==> src/rtl/fetch_pkg.sv <==
// Shared types and constants for the instruction fetch controller.
// Imported by the fetch interface and the fetch_ctrl top.
package fetch_pkg;

  typedef enum logic [1:0] {
    IDLE,
    FETCH,
    WAIT,
    DELIVER
  } fetch_state_t;

  localparam int INSTR_BYTES = 4;

  // Wide enough for any address width we build; callers slice the low bits.
  localparam logic [63:0] ALIGN_MASK = ~64'(INSTR_BYTES - 1);

endpackage

==> src/rtl/fetch_ctrl_if.sv <==
// Instruction memory port: valid/ready request channel plus valid-only response.
// master = fetch side, slave = memory side.
interface fetch_ctrl_if #(
  parameter int ADDRESS_WIDTH = 32,
  parameter int DATA_WIDTH    = 32
);
  logic                     req_valid;
  logic                     req_ready;
  logic [ADDRESS_WIDTH-1:0] req_addr;
  logic                     rsp_valid;
  logic [DATA_WIDTH-1:0]    rsp_data;

  modport master (
    output req_valid, req_addr,
    input  req_ready, rsp_valid, rsp_data
  );

  modport slave (
    input  req_valid, req_addr,
    output req_ready, rsp_valid, rsp_data
  );
endinterface

==> src/rtl/fetch_ctrl.sv <==
// Fetch sequencer: owns the fetch PC, issues one imem request at a time, hands
// one instruction to decode with stall back-pressure, and applies redirects.
module fetch_ctrl
  import fetch_pkg::*;
#(
  parameter int                         ADDRESS_WIDTH = 32,
  parameter int                         DATA_WIDTH    = 32,
  parameter logic [ADDRESS_WIDTH-1:0]   RESET_PC      = '0
) (
  input  logic                     clk,
  input  logic                     rst,
  input  logic                     redirect_valid,
  input  logic [ADDRESS_WIDTH-1:0] redirect_target,
  input  logic                     stall,
  fetch_ctrl_if.master             imem,
  output logic                     instr_valid,
  output logic [DATA_WIDTH-1:0]    instr,
  output logic [ADDRESS_WIDTH-1:0] instr_pc,
  output logic [ADDRESS_WIDTH-1:0] pc
);

  fetch_state_t             state;
  logic                     drop;
  logic [ADDRESS_WIDTH-1:0] tgt;
  logic [ADDRESS_WIDTH-1:0] pc_inc;

  assign tgt    = redirect_target & ALIGN_MASK[ADDRESS_WIDTH-1:0];
  assign pc_inc = pc + ADDRESS_WIDTH'(INSTR_BYTES);

  // Request is decoded from state so the address can never move under a pending request
  // except through pc itself.
  assign imem.req_valid = (state == FETCH);
  assign imem.req_addr  = pc;

  always_ff @(posedge clk or negedge rst) begin
    if (!rst) begin
      state       <= IDLE;
      pc          <= RESET_PC;
      drop        <= 1'b0;
      instr_valid <= 1'b0;
      instr       <= '0;
      instr_pc    <= '0;
    end else begin
      case (state)
        IDLE: begin
          state <= FETCH;
          if (redirect_valid) pc <= tgt;
        end
        FETCH: begin
          if (redirect_valid) pc <= tgt;
          if (imem.req_ready) begin
            state <= WAIT;
            // A redirect on the accept edge makes the in-flight word stale.
            drop  <= redirect_valid;
          end
        end
        WAIT: begin
          if (imem.rsp_valid) begin
            drop <= 1'b0;
            if (redirect_valid) pc <= tgt;
            if (drop || redirect_valid) begin
              state <= FETCH;
            end else begin
              instr       <= imem.rsp_data;
              instr_pc    <= pc;
              instr_valid <= 1'b1;
              state       <= DELIVER;
            end
          end else if (redirect_valid) begin
            pc   <= tgt;
            drop <= 1'b1;
          end
        end
        DELIVER: begin
          if (redirect_valid) begin
            instr_valid <= 1'b0;
            pc          <= tgt;
            state       <= FETCH;
          end else if (!stall) begin
            instr_valid <= 1'b0;
            pc          <= pc_inc;
            state       <= FETCH;
          end
        end
        default: state <= IDLE;
      endcase
    end
  end

  a_req_hold: assert property (@(posedge clk) disable iff (!rst)
    imem.req_valid && !imem.req_ready && !redirect_valid
      |=> imem.req_valid && $stable(imem.req_addr));

  a_req_vs_deliver: assert property (@(posedge clk) disable iff (!rst)
    !(imem.req_valid && instr_valid));

endmodule
==> src/flat_wrapper.sv <==
// flat-port wrapper written by rule: the top's interface ports become plain ports
module fetch_ctrl_flat import fetch_pkg::*;
#(
  parameter int                         ADDRESS_WIDTH = 32,
  parameter int                         DATA_WIDTH    = 32,
  parameter logic [ADDRESS_WIDTH-1:0]   RESET_PC      = '0
)
  (clk, rst, redirect_valid, redirect_target, stall, instr_valid, instr, instr_pc, pc, imem_req_valid, imem_req_addr, imem_req_ready, imem_rsp_valid, imem_rsp_data);
  fetch_ctrl_if #(.ADDRESS_WIDTH(ADDRESS_WIDTH), .DATA_WIDTH(DATA_WIDTH)) imem_i ();
  input  logic clk;
  input  logic rst;
  input  logic redirect_valid;
  input  logic [ADDRESS_WIDTH-1:0] redirect_target;
  input  logic stall;
  output logic instr_valid;
  output logic [DATA_WIDTH-1:0] instr;
  output logic [ADDRESS_WIDTH-1:0] instr_pc;
  output logic [ADDRESS_WIDTH-1:0] pc;
  output wire logic [$bits(imem_i.req_valid)-1:0] imem_req_valid;
  output wire logic [$bits(imem_i.req_addr)-1:0] imem_req_addr;
  input wire logic [$bits(imem_i.req_ready)-1:0] imem_req_ready;
  input wire logic [$bits(imem_i.rsp_valid)-1:0] imem_rsp_valid;
  input wire logic [$bits(imem_i.rsp_data)-1:0] imem_rsp_data;
  assign imem_req_valid = imem_i.req_valid;
  assign imem_req_addr = imem_i.req_addr;
  assign imem_i.req_ready = imem_req_ready;
  assign imem_i.rsp_valid = imem_rsp_valid;
  assign imem_i.rsp_data = imem_rsp_data;
  fetch_ctrl #(.ADDRESS_WIDTH(ADDRESS_WIDTH), .DATA_WIDTH(DATA_WIDTH), .RESET_PC(RESET_PC)) u_core (.clk(clk), .rst(rst), .redirect_valid(redirect_valid), .redirect_target(redirect_target), .stall(stall), .imem(imem_i), .instr_valid(instr_valid), .instr(instr), .instr_pc(instr_pc), .pc(pc));
endmodule
==> config.mk <==
export PLATFORM = sky130hd
export DESIGN_NAME = fetch_ctrl_flat
export DESIGN_NICKNAME = d
export VERILOG_FILES = /design/src/rtl/fetch_pkg.sv /design/src/rtl/fetch_ctrl_if.sv /design/src/rtl/fetch_ctrl.sv /design/src/flat_wrapper.sv
export SDC_FILE = /design/constraint.sdc
export NUM_CORES = 1
export LEC_CHECK = 0
export CORE_ASPECT_RATIO = 0.5
export CORE_MARGIN = 3
export CORE_UTILIZATION = 44
export DETAILED_ROUTE_END_ITERATION = 8
export GPL_TIMING_DRIVEN = 0
export PLACE_DENSITY_LB_ADDON = 0.08
export SLEW_MARGIN = 0
export SYNTH_ARGS = -nofsm -noshare
export SYNTH_HDL_FRONTEND = slang
export SYNTH_SLANG_ARGS = --single-unit
export TNS_END_PERCENT = 50
==> constraint.sdc <==
create_clock -name clk -period 2.24 [get_ports clk]
set_input_delay 0.224 -clock clk [delete_from_list [all_inputs] [get_ports clk]]
set_output_delay 0.224 -clock clk [all_outputs]
set_load 0.005 [all_outputs]
Word level (Yosys, flattened, before mapping)
Cells that the tools add are included.

Output and inout bits: 130. Memories kept: 0. Bits in latches: 0. RAM bits: 0. Bits in registers: 100. ROM bits: 0. Logic and storage cells: 46.

$mul: 0. $add $sub $neg: 1. Equality and inequality tests: 9. Reduce and logical (&&, ||, !) cells: 10. Muxes and demuxes: 19. Div/mod/pow operators: 0. Shift operators: 0. Bitwise logic cells: 1. Magnitude comparators: 0.

Operator list (number): 32-bit 2-to-1 mux (3); 32-bit case mux with 2 select lines (1); 32-bit by 3-bit adder with 32-bit output (second input constant) (1); 2-bit 2-to-1 mux (5); 3-bit AND reduction (3); 2-bit case mux with 4 select lines (1); 1-bit 2-to-1 mux (7); 3-bit != test (second input constant) (2); 2-bit == test (second input constant) (2); 2-bit by 1-bit != test with 1-bit output (second input constant) (2); 2-bit != test (second input constant) (2); 1-bit case mux with 2 select lines (2); 4-bit AND reduction (1); 2-bit nonzero test (2); 3-bit OR reduction (1); 2-bit by 1-bit == test with 1-bit output (second input constant) (1); 2-bit zero test (1); 2-bit AND reduction (1); 1-bit logical OR (1); 1-bit NOT (1).

Longest topological paths before layout
Gate-level depths: netlist of the first run.

Depth after elaboration: 4. Depth in mapped cells: 7. Gate-level depth less buffers: 6.

Least setup slack after synthesis of the first run
OpenSTA, ideal clock, no wires.

Path kind: register to register. From: reg u_core.pc[2], in the netlist u_core.imem.req_addr[2]. To: reg u_core.pc[22], in the netlist u_core.imem.req_addr[22]. Path buffers: 1. Required time: 2.153 ns. Library setup time: 0.087 ns. Path slack: 0.423 ns. Stages on the path, launching flop included: 7. Data arrival time: 1.730 ns. Clock period less this slack: 1.817 ns. Cells stage by stage: dfrtp_1 > ha_1 > and4_1 > buf_2 > nand4_2 > or4_1 > o211ai_1.

Cells in the longest elaborated chain, start to end: 4.

Ends and longest elaborated chain: start, declared (RTL line fetch_ctrl.sv:19) `output logic [ADDRESS_WIDTH-1:0] pc`; start signal, assigned (RTL line fetch_ctrl.sv:47) `if (redirect_valid) pc <= tgt;`; start signal, assigned (RTL line fetch_ctrl.sv:50) `if (redirect_valid) pc <= tgt;`; start signal, assigned (RTL line fetch_ctrl.sv:60) `if (redirect_valid) pc <= tgt;`; 32-bit by 3-bit adder with 32-bit output (RTL line fetch_ctrl.sv:28) `assign pc_inc = pc + ADDRESS_WIDTH'(INSTR_BYTES);`; 32-bit 2-to-1 mux (RTL line fetch_ctrl.sv:79) `end else if (!stall) begin`; 32-bit 2-to-1 mux (RTL line fetch_ctrl.sv:75) `if (redirect_valid) begin`; 32-bit case mux with 2 select lines (RTL line fetch_ctrl.sv:44) `case (state)`.

No other way between the ends. The select of a mux whose other input is x is not followed. A chain may end at the register's enable or synchronous reset.

Worst setup path in the final report of the first run
Ends and elaborated chain as after synthesis.

==> results of run 1 <==
==> registers in the layout, indices dropped and copies added, names as in the netlist <==
signal,flops
u_core.instr_pc,30
u_core.imem.req_addr,30
u_core.instr,32
u_core.instr_valid,1
u_core.drop,1
u_core.state,2
==> cell usage after synthesis (all sizes together), types with 4 or more instances <==
library cell / n / area (sq um)
dfrtp: 96 / 2400
mux2: 62 / 698
buf: 49 / 349
nand2: 25 / 93.8
nor2: 20 / 77.6
a21oi: 17 / 85.1
clkbuf: 15 / 66.3
o21ai: 15 / 75.1
nand4: 14 / 93.8
nor3: 14 / 70.1
nand3: 13 / 70.1
a31oi: 10 / 62.6
o211ai: 9 / 67.6
inv: 8 / 30.0
and3: 7 / 45.1
o31ai: 7 / 52.6
or3: 7 / 43.8
a311oi: 6 / 52.6
and2: 6 / 38.8
ha: 6 / 75.1
nor4: 6 / 43.8
nor3b: 5 / 37.5
o2bb2ai: 5 / 43.8
and4: 4 / 35.0
or4: 4 / 37.5
==> final timing paths <==
kind,start,end,slack (ns),depth (start not counted)
max,u_core.imem.req_addr[2],u_core.imem.req_addr[22],0.15,6
max reg2reg,u_core.imem.req_addr[2],u_core.imem.req_addr[22],0.15,6
max in group asynchronous,rst,u_core.instr_pc[29],1.14,3
min reg2reg,u_core.instr_pc[23],u_core.instr_pc[23],0.50,1
min in group clk,imem_rsp_data[1],u_core.instr[1],0.48,2
min,rst,u_core.instr[4],0.44,2
==> metal layers <==
layer | GRT usage [%] | vias up | wire, um
li1 | - | 2121 | -
met1 | 32.0 | 2238 | 6770
met2 | 38.1 | 234 | 6870
met3 | 7.53 | 15 | 1610
met4 | 4.50 | 0 | 131
met5 | 0 | - | 0
==> timing repair <==
action / 4_1_cts / 5_1_grt
pin swaps: 0 / 1
hold endpoints to repair: 45 / 0
setup endpoints to repair: 73 / 82
hold buffers: 1 / 0
gates resized for setup: 3 / 13
==> power groups by stage <==
stage / logic (mW) / registers, mW / clock network, mW
after floorplan: 1.95 / 3.26 / 0
after global placement: 4.62 / 3.38 / 0
after detailed placement: 4.69 / 3.44 / 0
after CTS: 4.73 / 3.41 / 1.61
after global routing: 5.12 / 3.55 / 1.69
final: 4.72 / 3.42 / 1.59
==> kinds of logic after synthesis <==
| group | Yosys count | synth area share, % |
|---|---|---|
| compound gates | 97 | 13.5 |
| fa+ha+maj | 6 | 1.49 |
| buf+inv | 72 | 8.81 |
| flops | 96 | 47.5 |
| mux | 63 | 14.0 |
| other cells | 1 | 0.0742 |
| simple gates | 132 | 14.6 |
==> final cells by class <==
| type | instances | area (sq um) |
|---|---|---|
| buffer | 62 | 414 |
| clock buffer | 10 | 239 |
| clock inverter | 5 | 65.1 |
| fill | 829 | 3160 |
| inverter | 8 | 30.0 |
| multi-input combinational | 304 | 2270 |
| sequential | 96 | 2400 |
| tap | 140 | 175 |
| timing repair buffer | 193 | 1950 |
==> stage by stage <==
stage          total power [mW]  cell area, sq um  setup WS, ns  util [%]  setup TNS, ns
3_5_place_dp               8.13              7190        -0.193      67.1         -13.00
4_1_cts                    9.75              7510        0.0192      70.1              0
2_1_floorplan              5.22              5070         0.423         -              0
6_report                   9.73              7540         0.150      70.5              0
5_1_grt                    10.4              7540        0.0128      70.5              0
3_3_place_gp               8.00              7160         -2.79      66.9        -279.23
==> flow_summary.toml, run 1 <==
[power]
p_seq_share_pct = 35.1
vdd_drop_max_mv = 0.642
power.switching_mw = 3.29
swShare_pct = 33.8
total_leakage_power_nw = 3.11
pwr-share-clk_pct = 16.3
p_int_mw = 6.44
p_per_area_mw_per_mm2 = 1290
combPwrFrac_pct = 48.5

[drt]
detail-route-antenna-nets = 0
finalWirelength_um = 15400
wl_per_cell_um = 18.8
viasPerCell = 5.63
drc_errors = 0
drt_iter0_markers = 361
vias = 4608
first_pass_iters = 5

[cts]
clockBufferDepth = 2
clock-sinks = 96
cts_buffers = 9
h-tree-depth = 3
cts_setup_buffers = 0
clkLatencyLatePin_ns = 0.34
cts_tree = "yes"
clkTransAtPathRegs_ns = 0.07
cts_root_buf = "clkbuf_16"

[setup_path]
critPathKind = "reg2reg"
worstPathRequired_ns = 2.50
cp_top_family = "simple AND/OR/NAND/NOR gates"
setup.worst_path.start_class = "flip-flop"
cpMaxStageDelayCell = "or4_1"
path_buf_inv = 1
critical-path-max-stage-delay_ns = 0.54
cp_max_fo = 8
arrival_ns = 2.35
end_kind = "flip-flop"
path_cells = "ha_1 -> and4_1 -> buf_2 -> nand4_4 -> or4_1 -> o211ai_1"

[placement]
gp_congestion = 0.940
dp_hpwl_um = 11400
portBuffers = 191
dp_cells = 804

[final_layout]
layout_common_cells = "clkdlybuf4s50_1 (190), dfrtp_1 (96), mux2_2 (62), buf_4 (38), nand2_1 (25)"
area_growth_pct = 49.2
num-nets-final = 750
final_common_cell = "clkdlybuf4s50_1"
layout-drive-gt1-share_pct = 22.0
instances_no_fill = 818
antenna_cells = 0

[sta]
fmax_mhz = 478
min_period_over_period_pct = 93.3
relSlewSlack_pct = 49.9
setup_viol = 0
slew_violations = 0
hold_viol = 0
fin_worst_skew_ns = 0.00670
holdWs_ns = 0.438
tightest_slew_ns = 0.741
rsz0062_at_grt = "false"
fin_crit_ns = 2.09

[grt]
grt_pass1_vias = 4484
grt_pass1_wl_um = 23700
gr-usage-all-layers_pct = 23.7
grt_overflow = 0
antenna_found_initial = 0
grt_max_degree = 52

[die]
core_area_sq_mm = 0.0107
dieHeight_um = 81.8
num_rows = 26
start_util_pct = 47.2
die_w_um = 158
die_area_sq_mm = 0.0129
pin_count = 200

[yosys]
syn_area_sq_mm = 0.00505
ys_seq_area_share_pct = 47.5
avgSynthCellArea_sq_um = 10.8
yosysWarningCount = 0
synth_edf_count = 0
yosysUniqueCellTypes = 62
synth_ff_type = "dfrtp_1"
async_flop_share_pct = 100
syn_inst = 467
ys_seq_elements = 96

[status]
status = "finished, final reports clean"

[min_path]
hold_class = "in2async"

[run]
max_cap_violations = 0
(Power assumes the default switching activity.)
==> run 2: changes to the inputs <==
--- a/config.mk
+++ b/config.mk
@@ -9,9 +9,9 @@
 export CORE_MARGIN = 3
 export CORE_UTILIZATION = 44
 export DETAILED_ROUTE_END_ITERATION = 8
-export GPL_TIMING_DRIVEN = 0
+export GPL_TIMING_DRIVEN = 1
 export PLACE_DENSITY_LB_ADDON = 0.08
-export SLEW_MARGIN = 0
+export SLEW_MARGIN = 20
 export SYNTH_ARGS = -nofsm -noshare
 export SYNTH_HDL_FRONTEND = slang
 export SYNTH_SLANG_ARGS = --single-unit
==> flow_summary.toml, run 2 (synthesized netlist as in run 1, its figures left out) <==
[placement]
place_ws_ns = 0.236
portBuffers = 191
dp_cells = 763
dp_hpwl_um = 10400
gp_congestion = 0.846

[die]
dieHeight_um = 81.8
core_area_sq_mm = 0.0107
start_util_pct = 47.2
num_rows = 26
die_area_sq_mm = 0.0129
die_w_um = 158
pin_count = 200

[drt]
first_pass_iters = 7
finalWirelength_um = 14300
wl_per_cell_um = 18.3
vias = 4373
viasPerCell = 5.61
drc_errors = 0
drt_iter0_markers = 248
detail-route-antenna-nets = 0

[setup_path]
r2r-start = "u_core.imem.req_addr[2]"
cp_max_fo = 7
path_cells = "ha_1 -> and4_1 -> nand4_2 -> buf_4 -> nor4_1 -> nor3_1"
worstPathRequired_ns = 2.45
critical-path-max-stage-delay_ns = 0.47
arrival_ns = 2.22
end_kind = "flip-flop"
critPathKind = "reg2reg"
setup.worst_path.start_class = "flip-flop"
worst-r2r-setup-slack_ns = 0.23
cpMaxStageDelayCell = "dfrtp_1"
regToRegEndpoint = "u_core.imem.req_addr[30]"
ff2ff_path_depth = 6

[final_layout]
layout_common_cells = "clkdlybuf4s50_1 (190), dfrtp_1 (96), mux2_2 (62), nand2_1 (25), buf_4 (21)"
final_common_cell = "clkdlybuf4s50_1"
instances_no_fill = 779
layout-drive-gt1-share_pct = 17.7
fill_cells = 860
num-nets-final = 711
antenna_cells = 0
area_growth_pct = 43.6
largest-register = "u_core.instr"
largest_reg_flops = 32

[cts]
clkLatencyLatePin_ns = 0.34
cts_setup_buffers = 0
cts_root_buf = "clkbuf_16"
clock-sinks = 96
clockBufferDepth = 2
cts_tree = "yes"
h-tree-depth = 3
cts_buffers = 9
clkTransAtPathRegs_ns = 0.07

[grt]
grt_overflow = 0
grt_pass1_wl_um = 22700
gr-usage-all-layers_pct = 22.4
grt_max_degree = 42
grt_pass1_vias = 4236
antenna_found_initial = 0

[run]
max_cap_violations = 0

[sta]
fin_crit_ns = 2.01
rsz0062_at_grt = "false"
finalSetupTns_ns = 0
relSlewSlack_pct = 62.3
slew_violations = 0
fmax_mhz = 499
setup_viol = 0
min_period_over_period_pct = 89.5
fin_worst_skew_ns = 0.00740
tightest_slew_ns = 0.565
hold_viol = 0
fin_ws_ns = 0.234

[status]
status = "finished, final reports clean"

[power]
vdd_drop_max_mv = 0.617
p_per_area_mw_per_mm2 = 1260
total_leakage_power_nw = 2.93

[min_path]
hold_class = "in2async"
run 2: changes by cell type in the layout (fill, tap and decap cells not counted), moves of 4 or more:
cell      previous run  this run
buf_4               38        21
buf_12               0         4
buf_2               10         0
clkbuf_2             4         0
clkbuf_1             8         1
run 2: area by class of cell:
class | count | area, sq um | share of cell area [%]
sequential | 96 | 2400 | 33.1
multi-input combinational | 304 | 2230 | 30.7
timing repair buffer | 216 | 2150 | 29.6
clock buffer | 10 | 229 | 3.16
tap | 140 | 175 | 2.41
clock inverter | 5 | 41.3 | 0.569
inverter | 8 | 30.0 | 0.414
run 2: routing by layer:
| layer | wire length [um] | part of all wire (%) | global-route usage (%) | vias up |
|---|---|---|---|---|
| met2 | 6380 | 45 | 34.8 | 213 |
| met1 | 6470 | 45 | 31.1 | 2102 |
| met3 | 1320 | 9.2 | 7.21 | 12 |
| met4 | 116 | 0.81 | 4.07 | 0 |
| met5 | 0 | 0 | 0 | - |
| li1 | - | - | - | 2046 |
run 2: timing repair:
| action | 4_1_cts | 5_1_grt |
|---|---|---|
| hold buffers | 1 | 0 |
| hold endpoints to repair | 38 | 0 |
| gates resized for setup | 0 | 0 |
run 2: worst max path at each step:
stage | start | endpoint | cells past startpoint
after floorplan | u_core.imem.req_addr[2] | u_core.imem.req_addr[22] | 6
after global placement | redirect_valid | u_core.imem.req_addr[31] | 6
after detailed placement | redirect_valid | u_core.imem.req_addr[2] | 6
after CTS | u_core.imem.req_addr[2] | u_core.imem.req_addr[30] | 6
after global routing | u_core.imem.req_addr[2] | u_core.imem.req_addr[30] | 6
final | u_core.imem.req_addr[2] | u_core.imem.req_addr[30] | 6
run 2: critical path, delay by kind of cell (launching register included):
kind | cells | cell delay (ns)
fa+ha+maj | 1 | 0.27
flops | 1 | 0.47
simple gates | 4 | 0.90
buf+inv | 1 | 0.24
run 2: where the power goes:
part           switching [mW]  internal [mW]
Clock                   0.683          0.758
Combinational            1.58           2.77
Sequential              0.847           2.53
run 2: per-stage QoR:
stage | hold slack [ns] | utilization (%) | total power [mW] | area, sq um
floorplan | -0.0716 | - | 5.22 | 5070
global placement | 0.246 | 65.2 | 7.66 | 6980
detailed placement | 0.247 | 65.2 | 7.77 | 6980
CTS | 0.424 | 67.8 | 9.25 | 7260
global route | 0.475 | 67.8 | 9.82 | 7260
finish | 0.401 | 67.8 | 9.17 | 7260
==> run 3: changes to the inputs <==
--- a/config.mk
+++ b/config.mk
@@ -8,6 +8,7 @@
 export CORE_ASPECT_RATIO = 0.5
 export CORE_MARGIN = 3
 export CORE_UTILIZATION = 44
+export CTS_CLUSTER_SIZE = 12
 export DETAILED_ROUTE_END_ITERATION = 8
 export GPL_TIMING_DRIVEN = 1
 export PLACE_DENSITY_LB_ADDON = 0.08
==> constraint.sdc (replaced) <==
create_clock -name clk -period 2.15 [get_ports clk]
set_input_delay 0.215 -clock clk [delete_from_list [all_inputs] [get_ports clk]]
set_output_delay 0.215 -clock clk [all_outputs]
set_load 0.005 [all_outputs]
==> flow_summary.toml, run 3 (synthesized netlist as in run 1, its figures left out) <==
[status]
status = "finished, final reports clean"

[drt]
drt_iter0_markers = 242
vias = 4424
drc_errors = 0
first_pass_iters = 5
viasPerCell = 5.61
finalWirelength_um = 14400
wl_per_cell_um = 18.3
detail-route-antenna-nets = 0

[power]
power.switching_mw = 3.27
total_leakage_power_nw = 2.98
combPwrFrac_pct = 48.6
swShare_pct = 33.7
power.total_mw = 9.68
vdd_drop_max_mv = 0.751
p_per_area_mw_per_mm2 = 1320
p_seq_share_pct = 35.6
p_int_mw = 6.42
pwr-share-clk_pct = 15.8

[sta]
slew_violations = 0
holdWs_ns = 0.373
setup_viol = 0
fin_worst_skew_ns = 0.00936
tightest_slew_ns = 0.617
fmax_mhz = 513
finalSetupTns_ns = 0
fin_crit_ns = 1.95
relSlewSlack_pct = 58.3
min_period_over_period_pct = 90.7
hold_viol = 0
rsz0062_at_grt = "false"

[setup_path]
critPathKind = "reg2reg"
cp-startpoint = "u_core.imem.req_addr[2]"
worstPathRequired_ns = 2.41
end_kind = "flip-flop"
setup.worst_path.start_class = "flip-flop"
cp_max_fo = 7
ff2ff_path_depth = 5
regToRegEndpoint = "u_core.imem.req_addr[22]"
r2r-start = "u_core.imem.req_addr[2]"
arrival_ns = 2.21
worst-r2r-setup-slack_ns = 0.20

[cts]
h-tree-depth = 3
cts_resized = 0
clock-sinks = 96
clkTransAtPathRegs_ns = 0.07
cts_setup_buffers = 0
clockBufferDepth = 2
cts_root_buf = "clkbuf_16"
cts_tree = "yes"
cts_buffers = 9
clkLatencyLatePin_ns = 0.34

[grt]
grt_pass1_wl_um = 22900
gr-usage-all-layers_pct = 22.6
grt_overflow = 0
grt_pass1_vias = 4264
grt_max_degree = 42
antenna_found_initial = 0

[placement]
gp_congestion = 0.877
portBuffers = 191
dp_hpwl_um = 10700
dp_cells = 773

[die]
die_area_sq_mm = 0.0129
dieHeight_um = 81.8
pin_count = 200
die_w_um = 158
start_util_pct = 47.2
num_rows = 26
core_area_sq_mm = 0.0107

[final_layout]
layout-drive-gt1-share_pct = 19.1
layout_common_cells = "clkdlybuf4s50_1 (190), dfrtp_1 (96), mux2_2 (62), buf_4 (31), nand2_1 (25)"
antenna_cells = 0
fill_cells = 853
instances_no_fill = 789
largest-register = "u_core.instr"
num-nets-final = 721
utilization_pct = 68.6
area_growth_pct = 45.2
final_common_cell = "clkdlybuf4s50_1"
largest_reg_flops = 32

[min_path]
hold_class = "in2async"

[run]
max_cap_violations = 0
run 3: power groups by stage:
stage | sequential [mW] | combinational [mW] | clock, mW
floorplan | 3.40 | 2.04 | 0
global route | 3.59 | 5.11 | 1.65
finish | 3.44 | 4.71 | 1.53
global placement | 3.41 | 4.67 | 0
CTS | 3.45 | 4.76 | 1.56
detailed placement | 3.48 | 4.73 | 0
run 3: repair_timing:
action | 4_1_cts | 5_1_grt
endpoints found under the hold margin | 31 | 0
hold buffers | 1 | 0
endpoints found under the setup margin | 0 | 0
run 3: through the flow:
| step | instance area, sq um | setup WS [ns] |
|---|---|---|
| after floorplan | 5070 | 0.333 |
| after global placement | 7050 | 0.177 |
| after detailed placement | 7050 | 0.151 |
| after CTS | 7340 | 0.218 |
| after global routing | 7340 | 0.0771 |
| final | 7340 | 0.200 |
run 3: worst max path at each step:
stage	end	slack (ns)	cells past startpoint
floorplan	u_core.imem.req_addr[22]	0.33	6
global placement	u_core.imem.req_addr[31]	0.18	5
detailed placement	u_core.state[0]	0.15	6
CTS	u_core.imem.req_addr[22]	0.22	5
global route	u_core.imem.req_addr[17]	0.08	5
finish	u_core.imem.req_addr[22]	0.20	5
run 3: area by class of cell:
| class | instances | area [sq um] | area share, % |
|---|---|---|---|
| clock buffers | 10 | 239 | 3.25 |
| repair buffers | 226 | 2220 | 30.3 |
| multi-input cells | 304 | 2230 | 30.4 |
| well taps | 140 | 175 | 2.39 |
| inverters | 8 | 30.0 | 0.409 |
| flip-flops and latches | 96 | 2400 | 32.7 |
| clock inverters | 5 | 41.3 | 0.562 |
run 3: worst max-delay path, stage by stage (launching register included):
cell and delay [ns]:
dfrtp_1 0.48, ha_1 0.28, and4_1 0.26, nand4_2 0.19, or4_1 0.54, o211ai_1 0.10
run 3: layer usage:
layer,share of wire [%],global-route usage (%),vias to the layer above,wire (um)
met2,44,35.5,201,6430
met3,8.8,7.32,10,1280
met1,46,31.4,2154,6650
li1,-,-,2059,-
met5,0,0,-,0
met4,0.63,3.81,0,91
